===== src/rtl/accumulate_lanes.sv =====
// Multi-term accumulator with a SIMD lane split (1x32 / 2x16 / 4x8), per-lane
// wrap or unsigned saturation, sticky per-lane overflow and a term counter.
module accumulate_lanes #(
  parameter int unsigned MAC_MIN_WIDTH = 8,
  parameter int unsigned MAC_ACC_WIDTH = 4 * MAC_MIN_WIDTH,
  parameter int unsigned CNT_WIDTH     = 8
) (
  input  logic                     clk,
  input  logic                     rst,
  input  logic                     en,
  input  logic                     init_load,
  input  logic [1:0]               cfg,
  input  logic                     sat_en,
  input  logic [CNT_WIDTH-1:0]     len,
  input  logic [MAC_ACC_WIDTH-1:0] init,
  input  logic [MAC_ACC_WIDTH-1:0] acc_in,
  input  logic                     in_valid,
  input  logic                     carry_in,
  output logic                     in_ready,
  output logic [MAC_ACC_WIDTH-1:0] out,
  output logic                     out_valid,
  output logic                     carry_out,
  output logic [3:0]               overflow,
  output logic                     busy
);

  localparam int unsigned GW  = MAC_MIN_WIDTH;
  localparam int unsigned GW1 = MAC_MIN_WIDTH + 1;
  localparam int unsigned NG  = 4;

  typedef enum logic [1:0] {
    S_IDLE = 2'd0,
    S_ACC  = 2'd1,
    S_DONE = 2'd2
  } state_e;

  state_e                   state_q, state_d;
  logic [CNT_WIDTH-1:0]     cnt_q, cnt_d;
  logic [CNT_WIDTH-1:0]     len_q, len_d;
  logic [1:0]               cfg_q, cfg_d;
  logic                     sat_q, sat_d;
  logic [MAC_ACC_WIDTH-1:0] out_q, out_d;
  logic [3:0]               ovf_q, ovf_d;
  logic                     cout_q, cout_d;
  logic                     out_valid_q, out_valid_d;
  logic                     in_ready_q, in_ready_d;
  logic                     busy_q, busy_d;

  // Lane index owning granule g under a given lane mode (11 behaves as 1x32).
  function automatic logic [1:0] lane_of(input logic [1:0] mode, input int g);
    case (mode)
      2'b01:   return 2'(g / 2);
      2'b10:   return 2'(g);
      default: return 2'd0;
    endcase
  endfunction

  logic [GW-1:0]            gsum [NG];
  logic [3:0]               lane_start;
  logic [3:0]               lane_top;
  logic [3:0]               lane_cy;
  logic                     chain;
  logic                     top_cy;
  logic [GW:0]              wide;
  logic [MAC_ACC_WIDTH-1:0] sum_v;

  // Granule-wise ripple add; the chain is cut at every lane start so no carry
  // leaks between lanes, and carry_in only ever enters granule 0.
  always_comb begin
    lane_start = 4'b0001;
    lane_top   = 4'b1000;
    lane_cy    = 4'b0000;
    chain      = 1'b0;
    top_cy     = 1'b0;
    wide       = '0;
    sum_v      = '0;
    for (int g = 0; g < NG; g++) gsum[g] = '0;

    case (cfg_q)
      2'b01: begin
        lane_start = 4'b0101;
        lane_top   = 4'b1010;
      end
      2'b10: begin
        lane_start = 4'b1111;
        lane_top   = 4'b1111;
      end
      default: ;
    endcase

    for (int g = 0; g < NG; g++) begin
      if (lane_start[g]) chain = (g == 0) ? carry_in : 1'b0;
      wide    = {1'b0, out_q[g*GW +: GW]} + {1'b0, acc_in[g*GW +: GW]} + GW1'(chain);
      gsum[g] = wide[GW-1:0];
      chain   = wide[GW];
      if (lane_top[g] && chain) lane_cy[lane_of(cfg_q, g)] = 1'b1;
    end
    top_cy = chain;

    for (int g = 0; g < NG; g++) begin
      if (sat_q && lane_cy[lane_of(cfg_q, g)]) sum_v[g*GW +: GW] = '1;
      else                                     sum_v[g*GW +: GW] = gsum[g];
    end
  end

  logic accept;
  logic last_term;

  assign accept    = (state_q == S_ACC) && en && in_valid;
  assign last_term = (cnt_q == len_q - CNT_WIDTH'(1));

  // Next-state and next-output logic; init_load overrides everything else.
  always_comb begin
    state_d = state_q;
    cnt_d   = cnt_q;
    len_d   = len_q;
    cfg_d   = cfg_q;
    sat_d   = sat_q;
    out_d   = out_q;
    ovf_d   = ovf_q;
    cout_d  = cout_q;

    if (init_load) begin
      out_d   = init;
      cnt_d   = '0;
      ovf_d   = 4'b0000;
      cout_d  = 1'b0;
      cfg_d   = cfg;
      sat_d   = sat_en;
      len_d   = len;
      state_d = (len != '0) ? S_ACC : S_DONE;
    end else begin
      case (state_q)
        S_ACC: begin
          if (accept) begin
            out_d  = sum_v;
            ovf_d  = ovf_q | lane_cy;
            cout_d = top_cy;
            cnt_d  = cnt_q + CNT_WIDTH'(1);
            if (last_term) state_d = S_DONE;
          end
        end
        S_DONE:  state_d = S_IDLE;
        default: state_d = S_IDLE;
      endcase
    end

    out_valid_d = (state_d == S_DONE);
    in_ready_d  = (state_d == S_ACC);
    busy_d      = (state_d != S_IDLE);
  end

  always_ff @(posedge clk or posedge rst) begin
    if (rst) begin
      state_q     <= S_IDLE;
      cnt_q       <= '0;
      len_q       <= '0;
      cfg_q       <= 2'b00;
      sat_q       <= 1'b0;
      out_q       <= '0;
      ovf_q       <= 4'b0000;
      cout_q      <= 1'b0;
      out_valid_q <= 1'b0;
      in_ready_q  <= 1'b0;
      busy_q      <= 1'b0;
    end else begin
      state_q     <= state_d;
      cnt_q       <= cnt_d;
      len_q       <= len_d;
      cfg_q       <= cfg_d;
      sat_q       <= sat_d;
      out_q       <= out_d;
      ovf_q       <= ovf_d;
      cout_q      <= cout_d;
      out_valid_q <= out_valid_d;
      in_ready_q  <= in_ready_d;
      busy_q      <= busy_d;
    end
  end

  assign out       = out_q;
  assign overflow  = ovf_q;
  assign carry_out = cout_q;
  assign out_valid = out_valid_q;
  assign in_ready  = in_ready_q;
  assign busy      = busy_q;

endmodule


===== config.mk =====
export PLATFORM = sky130hd
export DESIGN_NAME = accumulate_lanes
export DESIGN_NICKNAME = d
export VERILOG_FILES = /design/src/rtl/accumulate_lanes.sv
export SDC_FILE = /design/constraint.sdc
export NUM_CORES = 1
export LEC_CHECK = 0
export CELL_PAD_IN_SITES_DETAIL_PLACEMENT = 1
export CELL_PAD_IN_SITES_GLOBAL_PLACEMENT = 1
export CORE_ASPECT_RATIO = 2
export CORE_MARGIN = 2
export CORE_UTILIZATION = 39
export CTS_CLUSTER_DIAMETER = 60
export DETAILED_ROUTE_END_ITERATION = 10
export GPL_TIMING_DRIVEN = 1
export PLACE_DENSITY_LB_ADDON = 0.1
export REMOVE_ABC_BUFFERS = 1
export SLEW_MARGIN = 20
export SYNTH_ARGS = -nofsm -noshare
export SYNTH_HDL_FRONTEND = slang
export SYNTH_SLANG_ARGS = --single-unit
export TNS_END_PERCENT = 1

===== constraint.sdc =====
create_clock -name clk -period 19 [get_ports clk]
set_input_delay 1.9 -clock clk [delete_from_list [all_inputs] [get_ports clk]]
set_output_delay 1.9 -clock clk [all_outputs]
set_load 0.02 [all_outputs]

Word level (Yosys, flattened, before mapping)
Cells that the tools add are included.
{ "word_totals": {"reg_bits": 61, "inputBits": 81, "out_inout_bits": 40, "elab_cells": 113} }
{ "op_classes": {"n_addsub": 10, "order_cmp": 11, "n_eq_ne": 6, "n_mux": 52, "bitwise_logic": 4, "n_reduce_logical": 19} }
{ "ops": {"columns": ["cell", "n"], "rows": [
  ["two-way mux 32 bit", 3],
  ["two-way mux 8 bit", 7],
  ["adder 8 x 8 -> 9 bit", 4],
  ["adder 9 x 1 -> 9 bit", 4],
  ["two-way mux 4 bit", 7],
  ["< comparator 2 x 3 -> 1 bit, second input constant", 7],
  ["two-way mux 2 bit", 9],
  ["OR 4 bit", 4],
  ["two-way mux 1 bit", 15],
  ["logical AND 1 bit", 13],
  ["adder 8 x 1 -> 8 bit, second input constant", 1],
  ["demux 1 bit (select 2 bit)", 4],
  ["equality test 8 bit", 1],
  [">= comparator 2 x 1 -> 1 bit, second input constant", 4],
  ["one-hot mux 2 bit (2 select lines)", 2],
  ["one-hot mux 4 bit (2 select lines)", 1],
  ["nonzero test 8 bit", 1],
  ["subtractor 8 x 1 -> 8 bit, second input constant", 1],
  ["binary-select mux 1 bit (select 2 bit)", 3],
  ["equality test 2 x 1 -> 1 bit, second input constant", 3],
  ["one-hot mux 3 bit (2 select lines)", 1],
  ["nonzero test 2 bit", 3],
  ["equality test 2 bit, second input constant", 2],
  ["AND reduction 2 bit", 1],
  ["logical AND 1 bit, first input constant", 1]
]} }

Logic depth before layout (Yosys ltp)
{ "depth": {"depth_word": 25, "mapped_depth": 29, "ltp_nobuf": 29} }

Worst setup path before layout
No wires, ideal clock.
{ "synth_path": {"path_kind": "input to register", "start": "input acc_in[0]", "end": "register out_q[0], in the netlist out[0]", "setup_ns": 0.146, "t_arrival_ns": 7.629, "required_ns": 18.854, "path_slack_ns": 11.225, "path_stages": 29, "n_path_buf": 0, "path_cell_list": "inv_1 > fa_1 > inv_1 > fa_1 > a211oi_1 > o21ai_0 > a31oi_1 > nor2_1 > fa_1 > fa_1 > a211oi_2 > o21ai_2 > o31a_1 > nand2_1 > fa_1 > fa_1 > nand2b_1 > a21oi_1 > nor2b_1 > o21a_1 > nor2_1 > fa_1 > fa_1 > a211oi_2 > o211ai_4 > a21oi_4 > a22oi_1 > o21ai_2 > a41oi_1"} }
{ "synth_between": {"elab_chain_cells": 15, "word_cells_on_any_way": 24, "classes_between": "5 x add/sub; 11 x mux; 3 x bitwise; 5 x reduce/logical"} }
{ "synth_rtl": {"columns": ["item", "line", "source"], "rows": [
  ["start, declared", "16", "input logic [MAC_ACC_WIDTH-1:0] acc_in,"],
  ["adder 8 x 8 -> 9 bit *", "93", "wide = {1'b0, out_q[g*GW +: GW]} + {1'b0, acc_in[g*GW +: GW]} + GW1'(chain);"],
  ["adder 9 x 1 -> 9 bit *", "93", null],
  ["two-way mux 1 bit or logical AND 1 bit (tied branches)", "92, 96", null],
  ["adder 9 x 1 -> 9 bit or two-way mux 4 bit (tied branches)", "93, 96", null],
  ["two-way mux 1 bit (tied with other cells)", "92", "if (lane_start[g]) chain = (g == 0) ? carry_in : 1'b0;"],
  ["adder 9 x 1 -> 9 bit or two-way mux 4 bit (tied branches)", "93, 96", null],
  ["two-way mux 1 bit (tied with other cells)", "92", null],
  ["adder 9 x 1 -> 9 bit or two-way mux 4 bit (tied branches)", "93, 96", null],
  ["logical AND 1 bit or OR 4 bit (tied branches)", null, null],
  ["two-way mux 4 bit", "96", "if (lane_top[g] && chain) lane_cy[lane_of(cfg_q, g)] = 1'b1;"],
  ["logical AND 1 bit", "101", "if (sat_q && lane_cy[lane_of(cfg_q, g)]) sum_v[g*GW +: GW] = '1;"],
  ["two-way mux 8 bit *", "101", null],
  ["two-way mux 32 bit *", "135", "if (accept) begin"],
  ["two-way mux 32 bit *", "133", "case (state_q)"],
  ["two-way mux 32 bit *", "123", "if (init_load) begin"],
  ["end signal, assigned", "172", "out_q <= out_d;"],
  ["end, declared", "42", "logic [MAC_ACC_WIDTH-1:0] out_q, out_d;"]
]} }
Every way passes the cells marked *; elsewhere a longest branch is shown, timed or not. The select of a mux whose other input is x is not followed.
A chain may end at the register's enable or synchronous reset.

Final worst setup path
Same ends and word-level chain as after synthesis.

==> results.sh <==
export IMPL_drive_gt1_frac=0.0821
export IMPL_vias_per_cell=5.47
export IMPL_synthArstFlopShare=1.00
export IMPL_slew_headroom=0.427
export IMPL_max_freq_mhz=115
export IMPL_yosysTopAreaCellShare=0.348
export IMPL_cap_violations=0
export IMPL_ir_drop_mv=0.0448
export IMPL_post_route_period_util=0.457
export IMPL_die_height_um=154
export IMPL_synth_edf_count=0
export IMPL_fin_crit_ps=8690
export IMPL_finalHoldViolations=0
export IMPL_finalMaxSlewViolations=0
export IMPL_pwr_share_seq=0.313
export IMPL_cp_startpoint="acc_in[0]"
export IMPL_portBuffers=120
export IMPL_internal_power_mw=0.319
export IMPL_cp_start_kind="primary input"
export IMPL_die_w_um=79.0
export IMPL_post_cts_resized=0
export IMPL_cp_required_ps=19150
export IMPL_power_frac_clock=0.312
export IMPL_p_comb_frac=0.376
export IMPL_r2r_start="out[0]"
export IMPL_synth_ff_type="dfrtp_1"
export IMPL_grt_pass1_vias=4577
export IMPL_min_path_type="register to register"
export IMPL_yosysWarnings=0
export IMPL_antenna_found_initial=0
export IMPL_clk_pin_slew_ps=60
export IMPL_grt_start_max_net_pins=75
export IMPL_sw_frac_of_total=0.353
export IMPL_ios=121
export IMPL_gp_congestion=0.802
export IMPL_reg2reg_to="out[0]"
export IMPL_ys_types=61
export IMPL_timing_hold_ws_ps=505
export IMPL_critPathSlowestCell="fa_1"
export IMPL_ys_ff_latch=61
export IMPL_rrSetupSlack_ps=11900
export IMPL_root_buffer="clkbuf_16"
export IMPL_status="completed"
export IMPL_worst_pin_slew_ps=859
export IMPL_dieArea_um2=12200
export IMPL_grt_setup_unrepaired="false"
export IMPL_powerDensity_nw_per_um2=82.8
export IMPL_area_growth_pct=35.5
export IMPL_syn_area_per_cell_um2=9.22
export IMPL_ant_nets=0
export IMPL_n_antenna_cell=0
export IMPL_grt_usage=0.224
export IMPL_htree_levels=3
export IMPL_worst_path_most_repeated_cell="fa_1"
export IMPL_coreArea_um2=10900
export IMPL_grt_overflow_total=0
export IMPL_cts_buffer_depth=2
export IMPL_drtIter0Drc=107
export IMPL_synth_area_um2=4390
export IMPL_tritoncts="done"
export IMPL_endpoint="out[0]"
export IMPL_final_nets=713
export IMPL_synth_area_leaders="dfrtp_1 (35%), ha_1 (9.1%), o21ai_0 (5.2%)"
export IMPL_postCtsSetupRepairBufs=0
export IMPL_critical_path_max_stage_delay_ps=450
export IMPL_syn_inst=476
export IMPL_grt_pass1_wl_um=21800
export IMPL_setup_violations=0
export IMPL_clk_latency_ps=330
export IMPL_post_drt_wl_per_cell_um=17.5
export IMPL_leakagePower_nw=2.44
export IMPL_drt_pass1_iter_count=4
export IMPL_dpl_hpwl_um=9520
export IMPL_vias=4033
export IMPL_postCtsHoldBufs=0
export IMPL_yosys_area_top_type="dfrtp_1"
export IMPL_final_setup_tns_ps=0
export IMPL_clock_sinks=61
export IMPL_skew_ps=6.61
export IMPL_row_count=54
export IMPL_crit_arrival_ps=8840
export IMPL_ys_seq_area_frac=0.348
export IMPL_route_detailed_drc=0
export IMPL_initial_core_util=0.401
export IMPL_r2r_worst_path_cells=29
export IMPL_switching_power_mw=0.174
export IMPL_wl_um=12900
export IMPL_worstSetupPathType="primary input to register"
export IMPL_numCtsBuffers=9
export IMPL_worstSetupEndpointType="register"
export IMPL_cp_max_fo=8
==> worst max-delay path, delay by kind of cell <==
family / cells / cell delay [ps]
compound gates: 14 / 2990
fa+ha+maj: 8 / 2770
buf+inv: 3 / 550
simple gates: 5 / 620
==> power groups by stage <==
stage	Combinational (mW)	Sequential, mW	Clock [mW]
5_1_grt	0.206	0.156	0.164
4_1_cts	0.188	0.154	0.158
3_3_place_gp	0.181	0.156	0
3_5_place_dp	0.186	0.156	0
2_1_floorplan	0.108	0.166	0
6_report	0.185	0.154	0.153
==> cell families after synthesis <==
logic type	share of synthesized area
AND/OR/NAND/NOR	0.162
buffers and inverters	0.0425
multiplexers	0.0154
XOR/XNOR	0.0838
AO/OA/AOI/OAI	0.221
flip-flops	0.348
adder cells (fa/ha/maj)	0.128
==> area by class of cell <==
| type | count | area, um^2 |
|---|---|---|
| timing repair buffer | 123 | 1220 |
| tap | 140 | 175 |
| clock buffer | 9 | 225 |
| inverter | 20 | 75.1 |
| sequential | 61 | 1530 |
| fill | 1291 | 5000 |
| multi-input combinational | 377 | 2680 |
| clock inverter | 7 | 51.3 |
==> placed cells by master (no fill, tap or decap), drive strengths merged, types with 7 or more instances in the layout <==
cell           instances
a21oi                 25
a31oi                  9
and3                   7
clkbuf                 9
clkdlybuf4s50        119
dfrtp                 61
fa                     8
ha                    32
inv                   21
nand2                 41
nand3                  8
nor2                  32
nor3                  23
o21ai                 66
o22ai                  8
or3                    7
xnor2                 26
xor2                  16
==> worst min-delay path by stage <==
stage / startpoint / to / cells past startpoint
after global routing: overflow[0] / overflow[0] / 1
after detailed placement: overflow[0] / overflow[0] / 1
after floorplan: len_q[7] / len_q[7] / 1
after CTS: overflow[0] / overflow[0] / 1
final: overflow[0] / overflow[0] / 1
after global placement: overflow[0] / overflow[0] / 1
==> stage by stage <==
stage           util  setup WS, ps  power, mW  area [um^2]  cells
2_1_floorplan      -         11190      0.273         4280    458
3_5_place_dp   0.518          9980      0.342         5670    721
6_report       0.543         10310      0.493         5950    737
4_1_cts        0.543         10270      0.500         5950    737
3_3_place_gp   0.518         10190      0.337         5670    721
5_1_grt        0.543          9770      0.525         5950    737
==> Yosys cell counts, types with 11 or more instances <==
| master | number |
|---|---|
| a21oi_1 | 23 |
| clkbuf_1 | 11 |
| dfrtp_1 | 61 |
| ha_1 | 32 |
| inv_1 | 20 |
| nand2_1 | 41 |
| nor2_1 | 32 |
| nor3_1 | 23 |
| o21ai_0 | 46 |
| o21ai_1 | 17 |
| xnor2_1 | 26 |
| xor2_1 | 16 |
==> state kept, by name (all words and copies together) (netlist names) <==
register,flops
len_q,8
out,32
cnt_q,8
carry_out,1
cfg_q,2
sat_q,1
overflow,4
state_q,2
busy,1
out_valid,1
in_ready,1
==> metal layers <==
metal  GRT usage  up-vias  part of all wire
met2       0.433       82              0.58
met4      0.0772        0             0.020
met5           0        -                 0
li1            -     1940                 -
met1       0.241     1994              0.38
met3      0.0311       17             0.029
Power figures use the tool's default switching activity.
